<file path="src/rtl/sevenseg_scan_if.sv">
// Bus between game logic and the 7-segment scan controller.
// The controller connects to the slave side; the source of values takes the master side.
interface sevenseg_scan_if;
    logic [15:0] value_in;
    logic        load;
    logic [3:0]  en_mask;
    logic [3:0]  dp_in;
    logic [3:0]  nibble;
    logic [3:0]  an;
    logic        dp;
    logic        frame_tick;
    logic        committed;

    modport master (
        output value_in, load, en_mask, dp_in,
        input  nibble, an, dp, frame_tick, committed
    );

    modport slave (
        input  value_in, load, en_mask, dp_in,
        output nibble, an, dp, frame_tick, committed
    );
endinterface

</file>
<file path="src/rtl/sevenseg_scan_ctrl.sv">
// Four-digit common-anode scan controller with frame-synchronous value commit and dead time.
// Define SEVENSEG_LZB_EN to blank leading zero digits (digit 0 always shown).
module sevenseg_scan_ctrl #(
    parameter int PRESCALE    = 100000,
    parameter int DEAD_CYCLES = 1000
) (
    input  logic           clk,
    input  logic           reset,
    sevenseg_scan_if.slave bus
);
    localparam int MAXC = (PRESCALE > DEAD_CYCLES) ? PRESCALE : DEAD_CYCLES;
    localparam int CW   = $clog2(MAXC) + 1;
    localparam logic [CW-1:0] ON_LAST   = CW'(PRESCALE - 1);
    localparam logic [CW-1:0] DEAD_LAST = CW'((DEAD_CYCLES == 0) ? 0 : DEAD_CYCLES - 1);

    typedef enum logic {ST_DEAD, ST_ON} state_t;

    state_t        state_q, state_d;
    logic [CW-1:0] cnt_q, cnt_d;
    logic [1:0]    idx_q, idx_d;
    logic [15:0]   staging_q, staging_d;
    logic [15:0]   shadow_q, shadow_d;
    logic          pending_q, pending_d;
    logic [3:0]    an_q, an_d;
    logic [3:0]    nibble_q, nibble_d;
    logic          dp_q, dp_d;
    logic          frame_tick_q, frame_tick_d;
    logic          committed_q, committed_d;
    logic          blank, lit;

    always_comb begin
        state_d      = state_q;
        cnt_d        = cnt_q + 1'b1;
        idx_d        = idx_q;
        staging_d    = staging_q;
        shadow_d     = shadow_q;
        pending_d    = pending_q;
        frame_tick_d = 1'b0;
        committed_d  = 1'b0;
        blank        = 1'b0;

        case (state_q)
            ST_DEAD: begin
                if (cnt_q == DEAD_LAST) begin
                    state_d = ST_ON;
                    cnt_d   = '0;
                end
            end
            default: begin
                if (cnt_q == ON_LAST) begin
                    cnt_d        = '0;
                    idx_d        = idx_q + 2'd1;
                    state_d      = (DEAD_CYCLES == 0) ? ST_ON : ST_DEAD;
                    frame_tick_d = (idx_q == 2'd3);
                end
            end
        endcase

        // A load landing exactly on the frame edge skips staging so it is not delayed a frame.
        if (frame_tick_d && bus.load) begin
            shadow_d    = bus.value_in;
            staging_d   = bus.value_in;
            pending_d   = 1'b0;
            committed_d = 1'b1;
        end else if (frame_tick_d && pending_q) begin
            shadow_d    = staging_q;
            pending_d   = 1'b0;
            committed_d = 1'b1;
        end else if (bus.load) begin
            staging_d = bus.value_in;
            pending_d = 1'b1;
        end

`ifdef SEVENSEG_LZB_EN
        case (idx_d)
            2'd3:    blank = (shadow_d[15:12] == 4'h0);
            2'd2:    blank = (shadow_d[15:8]  == 8'h0);
            2'd1:    blank = (shadow_d[15:4]  == 12'h0);
            default: blank = 1'b0;
        endcase
`endif

        lit      = (state_d == ST_ON) && bus.en_mask[idx_d] && !blank;
        an_d     = lit ? ~(4'b0001 << idx_d) : 4'hF;
        dp_d     = ~(lit & bus.dp_in[idx_d]);
        nibble_d = shadow_d[{idx_d, 2'b00} +: 4];
    end

    always_ff @(posedge clk) begin
        if (reset) begin
            state_q      <= ST_DEAD;
            cnt_q        <= '0;
            idx_q        <= '0;
            staging_q    <= '0;
            shadow_q     <= '0;
            pending_q    <= 1'b0;
            an_q         <= 4'hF;
            nibble_q     <= 4'h0;
            dp_q         <= 1'b1;
            frame_tick_q <= 1'b0;
            committed_q  <= 1'b0;
        end else begin
            state_q      <= state_d;
            cnt_q        <= cnt_d;
            idx_q        <= idx_d;
            staging_q    <= staging_d;
            shadow_q     <= shadow_d;
            pending_q    <= pending_d;
            an_q         <= an_d;
            nibble_q     <= nibble_d;
            dp_q         <= dp_d;
            frame_tick_q <= frame_tick_d;
            committed_q  <= committed_d;
        end
    end

    assign bus.an         = an_q;
    assign bus.nibble     = nibble_q;
    assign bus.dp         = dp_q;
    assign bus.frame_tick = frame_tick_q;
    assign bus.committed  = committed_q;
endmodule

</file>
<file path="src/flat_wrapper.sv">
// flat-port wrapper written by rule: the top's interface ports become plain ports
module sevenseg_scan_ctrl_flat 
#(
    parameter int PRESCALE    = 100000,
    parameter int DEAD_CYCLES = 1000
)
  (clk, reset, bus_value_in, bus_load, bus_en_mask, bus_dp_in, bus_nibble, bus_an, bus_dp, bus_frame_tick, bus_committed);
  sevenseg_scan_if bus_i ();
  input  logic clk;
  input  logic reset;
  input wire logic [$bits(bus_i.value_in)-1:0] bus_value_in;
  input wire logic [$bits(bus_i.load)-1:0] bus_load;
  input wire logic [$bits(bus_i.en_mask)-1:0] bus_en_mask;
  input wire logic [$bits(bus_i.dp_in)-1:0] bus_dp_in;
  output wire logic [$bits(bus_i.nibble)-1:0] bus_nibble;
  output wire logic [$bits(bus_i.an)-1:0] bus_an;
  output wire logic [$bits(bus_i.dp)-1:0] bus_dp;
  output wire logic [$bits(bus_i.frame_tick)-1:0] bus_frame_tick;
  output wire logic [$bits(bus_i.committed)-1:0] bus_committed;
  assign bus_i.value_in = bus_value_in;
  assign bus_i.load = bus_load;
  assign bus_i.en_mask = bus_en_mask;
  assign bus_i.dp_in = bus_dp_in;
  assign bus_nibble = bus_i.nibble;
  assign bus_an = bus_i.an;
  assign bus_dp = bus_i.dp;
  assign bus_frame_tick = bus_i.frame_tick;
  assign bus_committed = bus_i.committed;
  sevenseg_scan_ctrl #(.PRESCALE(PRESCALE), .DEAD_CYCLES(DEAD_CYCLES)) u_core (.clk(clk), .reset(reset), .bus(bus_i));
endmodule
</file>
<file path="config.mk">
export PLATFORM = sky130hd
export DESIGN_NAME = sevenseg_scan_ctrl_flat
export DESIGN_NICKNAME = d
export VERILOG_FILES = /design/src/rtl/sevenseg_scan_if.sv /design/src/rtl/sevenseg_scan_ctrl.sv /design/src/flat_wrapper.sv
export SDC_FILE = /design/constraint.sdc
export NUM_CORES = 1
export LEC_CHECK = 0
export BUFFER_PORTS_ARGS = -buffer_cell sky130_fd_sc_hd__buf_2
export CAP_MARGIN = 20
export CELL_PAD_IN_SITES_DETAIL_PLACEMENT = 0
export CELL_PAD_IN_SITES_GLOBAL_PLACEMENT = 2
export CORE_UTILIZATION = 25
export DETAILED_ROUTE_END_ITERATION = 10
export GPL_TIMING_DRIVEN = 1
export PLACE_DENSITY = 0.56
export SLEW_MARGIN = 20
export SYNTH_ARGS = -nofsm -noshare
export SYNTH_HDL_FRONTEND = slang
export SYNTH_SLANG_ARGS = --single-unit
</file>
<file path="constraint.sdc">
create_clock -name clk -period 2.75 [get_ports clk]
set_input_delay 0.1375 -clock clk [delete_from_list [all_inputs] [get_ports clk]]
set_output_delay 0.1375 -clock clk [all_outputs]
set_load 0.005 [all_outputs]
</file>
==> results of run 1 <==
report_power, final:
group	switching, W	total [W]	internal [W]
Sequential	0.0000121	0.000973	0.000961
Combinational	0.0000672	0.000117	0.0000494
Clock	0.000405	0.00111	0.000705
cells by family after synthesis:
logic type / synth area share
xor gates and xnor gates: 0.0491
adders and majority gates: 0.00877
muxes: 0.0982
DFF: 0.456
buffers and inverters: 0.0386
and+or+nand+nor: 0.237
AOI/OAI and AO/OA: 0.113
synth_stat cells, drive strengths merged (2+ instances only):
master	number	area share
nand4	6	0.013
and2	2	0.0053
buf	8	0.020
mux2	8	0.032
or2	3	0.0066
nor3b	2	0.0053
dfxtp	65	0.46
ha	2	0.0088
xor2	7	0.021
inv	4	0.0053
nor3	4	0.011
nand3	8	0.014
nand2	7	0.0092
a31oi	16	0.035
o22ai	4	0.0088
nor4	3	0.012
mux2i	19	0.067
or3	3	0.0066
o221ai	16	0.049
o21ai	3	0.0053
xnor2	9	0.028
clkbuf	10	0.013
nor2	91	0.12
and4	3	0.0092
nor4b	2	0.0061
and3	2	0.0044
flip-flops by register name, summed over array words and instances (netlist names):
name,cells
u_core.staging_q,16
u_core.bus.nibble,4
u_core.bus.an,4
u_core.bus.committed,1
u_core.state_q,1
u_core.shadow_q,16
u_core.idx_q,2
u_core.pending_q,1
u_core.bus.frame_tick,1
u_core.bus.dp,1
u_core.cnt_q,18
metal layers:
metal	global-route usage	up-vias	part of all wire
met5	0	-	0
met1	0.169	1142	0.46
met3	0.0484	12	0.037
met2	0.238	30	0.48
met4	0.0492	0	0.016
li1	-	1209	-
area by class of cell:
cell class                      count  area share
Timing Repair Buffer               47      0.0751
Clock inverter                      2     0.00286
Inverter                            4     0.00429
Sequential cell                    65       0.372
Multi-Input combinational cell    229       0.414
Tap cell                          140      0.0501
Clock buffer                       14      0.0812
final timing paths:
path	from	to	slack, ns	cells after the start
setup / recovery	u_core.cnt_q[12]$_SDFF_PP0_	u_core.bus.nibble[1]$_SDFF_PP0_	0.33	7
hold / removal	bus_en_mask[1]	u_core.bus.an[1]$_SDFF_PP1_	0.008	2
setup reg to reg	u_core.cnt_q[12]$_SDFF_PP0_	u_core.bus.nibble[1]$_SDFF_PP0_	0.33	7
hold reg to reg	u_core.cnt_q[0]$_SDFF_PP0_	u_core.cnt_q[0]$_SDFF_PP0_	0.48	1
metrics by stage:
step	setup WS, ns	hold slack [ns]	utilization	std cells	instance area [um2]
after floorplan	0.609	0.209	-	316	2850
after global placement	0.380	0.341	0.291	484	3190
after detailed placement	0.333	0.338	0.291	484	3190
after CTS	0.316	0.00320	0.318	501	3500
after global routing	0.191	0.00423	0.318	501	3500
final	0.332	0.00826	0.318	501	3500
==> flow_metrics.env, run 1 <==
export IMPL_synthFlopType="dfxtp_1"
export IMPL_clk_root_buffer_cell="clkbuf_16"
export IMPL_globalRoute_totalOverflow=0
export IMPL_drive_gt1_frac=0.197
export IMPL_worst_setup_path_start_kind="flop"
export IMPL_drt_pass1_iter_count=4
export IMPL_global_route_usage_total=0.142
export IMPL_synth_fp_nets=345
export IMPL_p_leak_nw=1.38
export IMPL_min_delay_path_class="in -> reg"
export IMPL_row_count=38
export IMPL_num_io_pins=38
export IMPL_seq_area_mm2=0.00130
export IMPL_die_w_um=109
export IMPL_ys_ff_latch=65
export IMPL_initial_util=0.260
export IMPL_vias=2393
export IMPL_layout_cells_most_common="nor2_1"
export IMPL_chipHeight_um=109
export IMPL_setup_repair_after_global_routing_missed_its_margin="false"
export IMPL_hold_buffers=1
export IMPL_path_buf_inv=1
export IMPL_drc=0
export IMPL_tightest_slew_ns=0.809
export IMPL_power_w=0.00220
export IMPL_ctsResizeCount=0
export IMPL_h_tree_depth=3
export IMPL_multiInputGateArea_mm2=0.00145
export IMPL_power_ir_vdd_worst_mv=0.321
export IMPL_synth_enable_flop_cells=0
export IMPL_clkSlewWorstSetupHoldPaths_ns=0.05
export IMPL_maxCapViolations=0
export IMPL_post_route_min_period_ns=2.42
export IMPL_cts_buffers=9
export IMPL_fmaxAchievable_mhz=414
export IMPL_crit_path_top_delay_cell="or4_4"
export IMPL_timing_critical_path_to_type="flop"
export IMPL_slew_margin_rel=0.461
export IMPL_timing_critical_path_max_delay_family="simple AND/OR/NAND/NOR gates"
export IMPL_final_number_of_max_transition_violations=0
export IMPL_outcome="complete, no violations"
export IMPL_floorplan_core_area_mm2=0.0110
export IMPL_crit_arrival_ns=2.67
export IMPL_drt_total_wl_um=7580
export IMPL_timing_critical_path_required_ns=3.00
export IMPL_post_drt_via_cell_ratio=4.78
export IMPL_pin_count_of_the_biggest_net_entering_global_routing=42
export IMPL_report_final_hold_viol_count=0
export IMPL_period_share=0.879
export IMPL_power_density_mw_per_mm2=629
export IMPL_layout_nets=385
export IMPL_port_buffer_count=37
export IMPL_antenna_found_initial=0
export IMPL_postCtsSetupRepairBufs=0
export IMPL_critical_path_max_stage_delay_ns=0.59
export IMPL_synthesis_yosys_warnings=0
export IMPL_globalplace_congestion=0.695
export IMPL_worstSetupPathType="reg -> reg"
export IMPL_cts_max_path_buffers=2
export IMPL_synthesis_area_mm2=0.00285
export IMPL_cts_tree="built"
export IMPL_hpwl_um=5140
export IMPL_die_area_mm2=0.0118
export IMPL_post_synth_num_cell_types=46
export IMPL_critical_path_cell_chain="or4_4 -> nor3_4 -> and2_4 -> xnor2_1 -> buf_4 -> mux2_1 -> o22ai_1"
export IMPL_n_antenna_cell=0
export IMPL_area_growth_pct=22.5
export IMPL_grt_first_pass_wirelength_um=12600
export IMPL_seq_area_frac_synth=0.456
export IMPL_cp_max_fo=9
export IMPL_finalSetupViolCount=0
export IMPL_postSynthAreaPerCell_um2=9.03
export IMPL_route_antenna_remaining_nets=0
export IMPL_fin_skew_ns=0.00477
export IMPL_num_fill_cells=1205
export IMPL_synth_async_sr_flop_share=0
export IMPL_clock_sinks=65
export IMPL_clk_latency_ns=0.33
export IMPL_syn_inst=316
export IMPL_layout_cells_most_common_list="90 x nor2_1, 65 x dfxtp_1, 37 x buf_2, 19 x mux2i_1"
export IMPL_wire_per_inst_um=15.1
export IMPL_drt_initial_drc_count=69
export IMPL_final_setup_tns_ns=0
export IMPL_first_global_vias=2455
No activity file was read; power rests on OpenSTA's default activity.
==> run 2: changes to the inputs <==
==> constraint.sdc (replaced) <==
create_clock -name clk -period 2.7 [get_ports clk]
set_input_delay 0.135 -clock clk [delete_from_list [all_inputs] [get_ports clk]]
set_output_delay 0.135 -clock clk [all_outputs]
set_load 0.005 [all_outputs]
==> run 2 against run 1 <==
Highest routed layer unchanged; sequential share of layout area fell by 0.22 points; clock power is essentially flat; total power is 2.1% higher; clock skew increased by 0.0030 ns; critical endpoint is now u_core.bus.nibble[2]$_SDFF_PP0_; global-route usage is 0.48 points lower; final area is 0.61% higher.
==> flow_metrics.env, run 2 (synthesis gave the netlist of run 1 again) <==
export IMPL_hold_buffers=1
export IMPL_power_frac_clock=0.503
export IMPL_globalplace_congestion=0.722
export IMPL_power_density_mw_per_mm2=638
export IMPL_hpwl_um=5120
export IMPL_drive_gt1_frac=0.195
export IMPL_holdPathStages=2
export IMPL_clk_root_buffer_cell="clkbuf_16"
export IMPL_route_antenna_remaining_nets=0
export IMPL_global_route_usage_total=0.138
export IMPL_drt_pass1_iter_count=5
export IMPL_met2_global_route_usage=0.231
export IMPL_regToRegSetupSlack_ns=0.34
export IMPL_initial_util=0.260
export IMPL_final_setup_tns_ns=0
export IMPL_top_usage_layer="met2"
export IMPL_setup_repair_after_global_routing_missed_its_margin="false"
export IMPL_worst_setup_path_start_kind="flop"
export IMPL_finish_utilization=0.320
export IMPL_port_buffer_count=37
export IMPL_fmaxAchievable_mhz=424
export IMPL_clk_latency_ns=0.33
export IMPL_grt_util_met1=0.170
export IMPL_antenna_found_initial=0
export IMPL_timing_hold_worst_start="bus_en_mask[0]"
export IMPL_h_tree_depth=3
export IMPL_post_drt_via_cell_ratio=4.66
export IMPL_critical_path_reg2reg_endpoint="u_core.bus.nibble[2]$_SDFF_PP0_"
export IMPL_cts_max_path_buffers=2
export IMPL_critical_path_reg2reg_startpoint="u_core.cnt_q[12]$_SDFF_PP0_"
export IMPL_report_final_hold_viol_count=0
export IMPL_crit_arrival_ns=2.61
export IMPL_cts_buffers=9
export IMPL_drt_total_wl_um=7460
export IMPL_cp_max_fo=9
export IMPL_worstRegToRegCells=7
export IMPL_drc=0
export IMPL_power_switching_share=0.227
export IMPL_wire_per_inst_um=15.0
export IMPL_final_number_of_max_transition_violations=0
export IMPL_largest_reg_flops=18
export IMPL_min_delay_path_class="in -> reg"
export IMPL_period_share=0.874
export IMPL_n_antenna_cell=0
export IMPL_timing_critical_path_required_ns=2.95
export IMPL_post_route_min_period_ns=2.36
export IMPL_die_area_mm2=0.0118
export IMPL_first_global_vias=2357
export IMPL_outcome="complete, no violations"
export IMPL_area_growth_pct=23.3
export IMPL_finalSetupViolCount=0
export IMPL_postCtsSetupRepairBufs=0
export IMPL_cts_tree="built"
export IMPL_maxCapViolations=0
export IMPL_globalRoute_totalOverflow=0
export IMPL_slew_margin_rel=0.461
export IMPL_max_flop_register="u_core.cnt_q"
export IMPL_worstSetupPathType="reg -> reg"
export IMPL_hold_path_endpoint="u_core.bus.an[0]$_SDFF_PP1_"
export IMPL_power_ir_vdd_worst_mv=0.256
export IMPL_reg_largest_list="u_core.cnt_q x18, u_core.shadow_q x16, u_core.staging_q x16"
export IMPL_internal_power_w=0.00174
export IMPL_vias=2325
export IMPL_layout_nets=384
export IMPL_power_sequential_fraction=0.441
export IMPL_grt_first_pass_wirelength_um=12200
export IMPL_num_io_pins=38
export IMPL_chipHeight_um=109
export IMPL_fin_skew_ns=0.00778
export IMPL_use_met3=0.0389
export IMPL_timing_critical_path_to_type="flop"
export IMPL_drt_initial_drc_count=54
export IMPL_layout_cells_most_common="nor2_1"
export IMPL_p_leak_nw=1.37
export IMPL_clock_sinks=65
export IMPL_tightest_slew_ns=0.809
export IMPL_ctsResizeCount=0
export IMPL_die_w_um=109
export IMPL_share_comb_of_total_power=0.055
export IMPL_row_count=38
export IMPL_switching_power_w=0.000510
export IMPL_pin_count_of_the_biggest_net_entering_global_routing=42
export IMPL_floorplan_core_area_mm2=0.0110
export IMPL_clkSlewWorstSetupHoldPaths_ns=0.05
export IMPL_layout_cells_most_common_list="90 x nor2_1, 65 x dfxtp_1, 37 x buf_2, 19 x mux2i_1"
## run 2: metal layers
metal / vias to the layer above / wire [um]
met1: 1086 / 3500
li1: 1201 / -
met4: 0 / 68
met2: 33 / 3610
met3: 5 / 287
met5: - / 0
## run 2: how the worst max path moves through the flow
stage | start | to | slack, ns | depth (start not counted)
floorplan | u_core.cnt_q[12]$_SDFF_PP0_ | u_core.bus.nibble[0]$_SDFF_PP0_ | 0.56 | 7
global placement | u_core.cnt_q[12]$_SDFF_PP0_ | u_core.bus.nibble[2]$_SDFF_PP0_ | 0.37 | 7
detailed placement | u_core.cnt_q[12]$_SDFF_PP0_ | u_core.bus.nibble[2]$_SDFF_PP0_ | 0.33 | 7
CTS | u_core.cnt_q[12]$_SDFF_PP0_ | u_core.bus.nibble[2]$_SDFF_PP0_ | 0.31 | 7
global route | u_core.cnt_q[12]$_SDFF_PP0_ | u_core.bus.nibble[2]$_SDFF_PP0_ | 0.19 | 7
finish | u_core.cnt_q[12]$_SDFF_PP0_ | u_core.bus.nibble[2]$_SDFF_PP0_ | 0.34 | 7
## run 2: final cells by class
| cell class | instances | area (um2) |
|---|---|---|
| sequential | 65 | 1300 |
| clock buffer | 9 | 225 |
| timing repair buffer | 46 | 293 |
| inverter | 4 | 15.0 |
| multi-input combinational | 229 | 1450 |
| fill | 1192 | 7460 |
| tap | 140 | 175 |
| clock inverter | 6 | 60.1 |
## run 2: critical path: stages (launching register included)
cell and delay, ns:
dfxtp_1 0.35, or4_4 0.60, nor3_4 0.24, and2_4 0.20, xnor2_1 0.16, buf_4 0.24
mux2_2 0.35, o22ai_1 0.15
## run 2: power by group through the flow
| stage | combinational, W | clock (W) | sequential [W] |
|---|---|---|---|
| 2_1_floorplan | 0.0000774 | 0 | 0.00101 |
| 3_3_place_gp | 0.000127 | 0 | 0.00101 |
| 3_5_place_dp | 0.000127 | 0 | 0.00101 |
| 4_1_cts | 0.000128 | 0.00117 | 0.000991 |
| 5_1_grt | 0.000142 | 0.00121 | 0.000993 |
| 6_report | 0.000124 | 0.00113 | 0.000991 |
## run 2: metrics by stage
| stage | cells | setup WS (ns) | hold WS [ns] | cell area [um2] | power [W] |
|---|---|---|---|---|---|
| floorplan | 316 | 0.559 | 0.207 | 2850 | 0.00109 |
| global placement | 483 | 0.373 | 0.340 | 3220 | 0.00114 |
| detailed placement | 483 | 0.327 | 0.329 | 3220 | 0.00114 |
| CTS | 499 | 0.307 | 0.00103 | 3520 | 0.00228 |
| global route | 499 | 0.188 | 0.0197 | 3520 | 0.00235 |
| finish | 499 | 0.339 | 0.00801 | 3520 | 0.00225 |
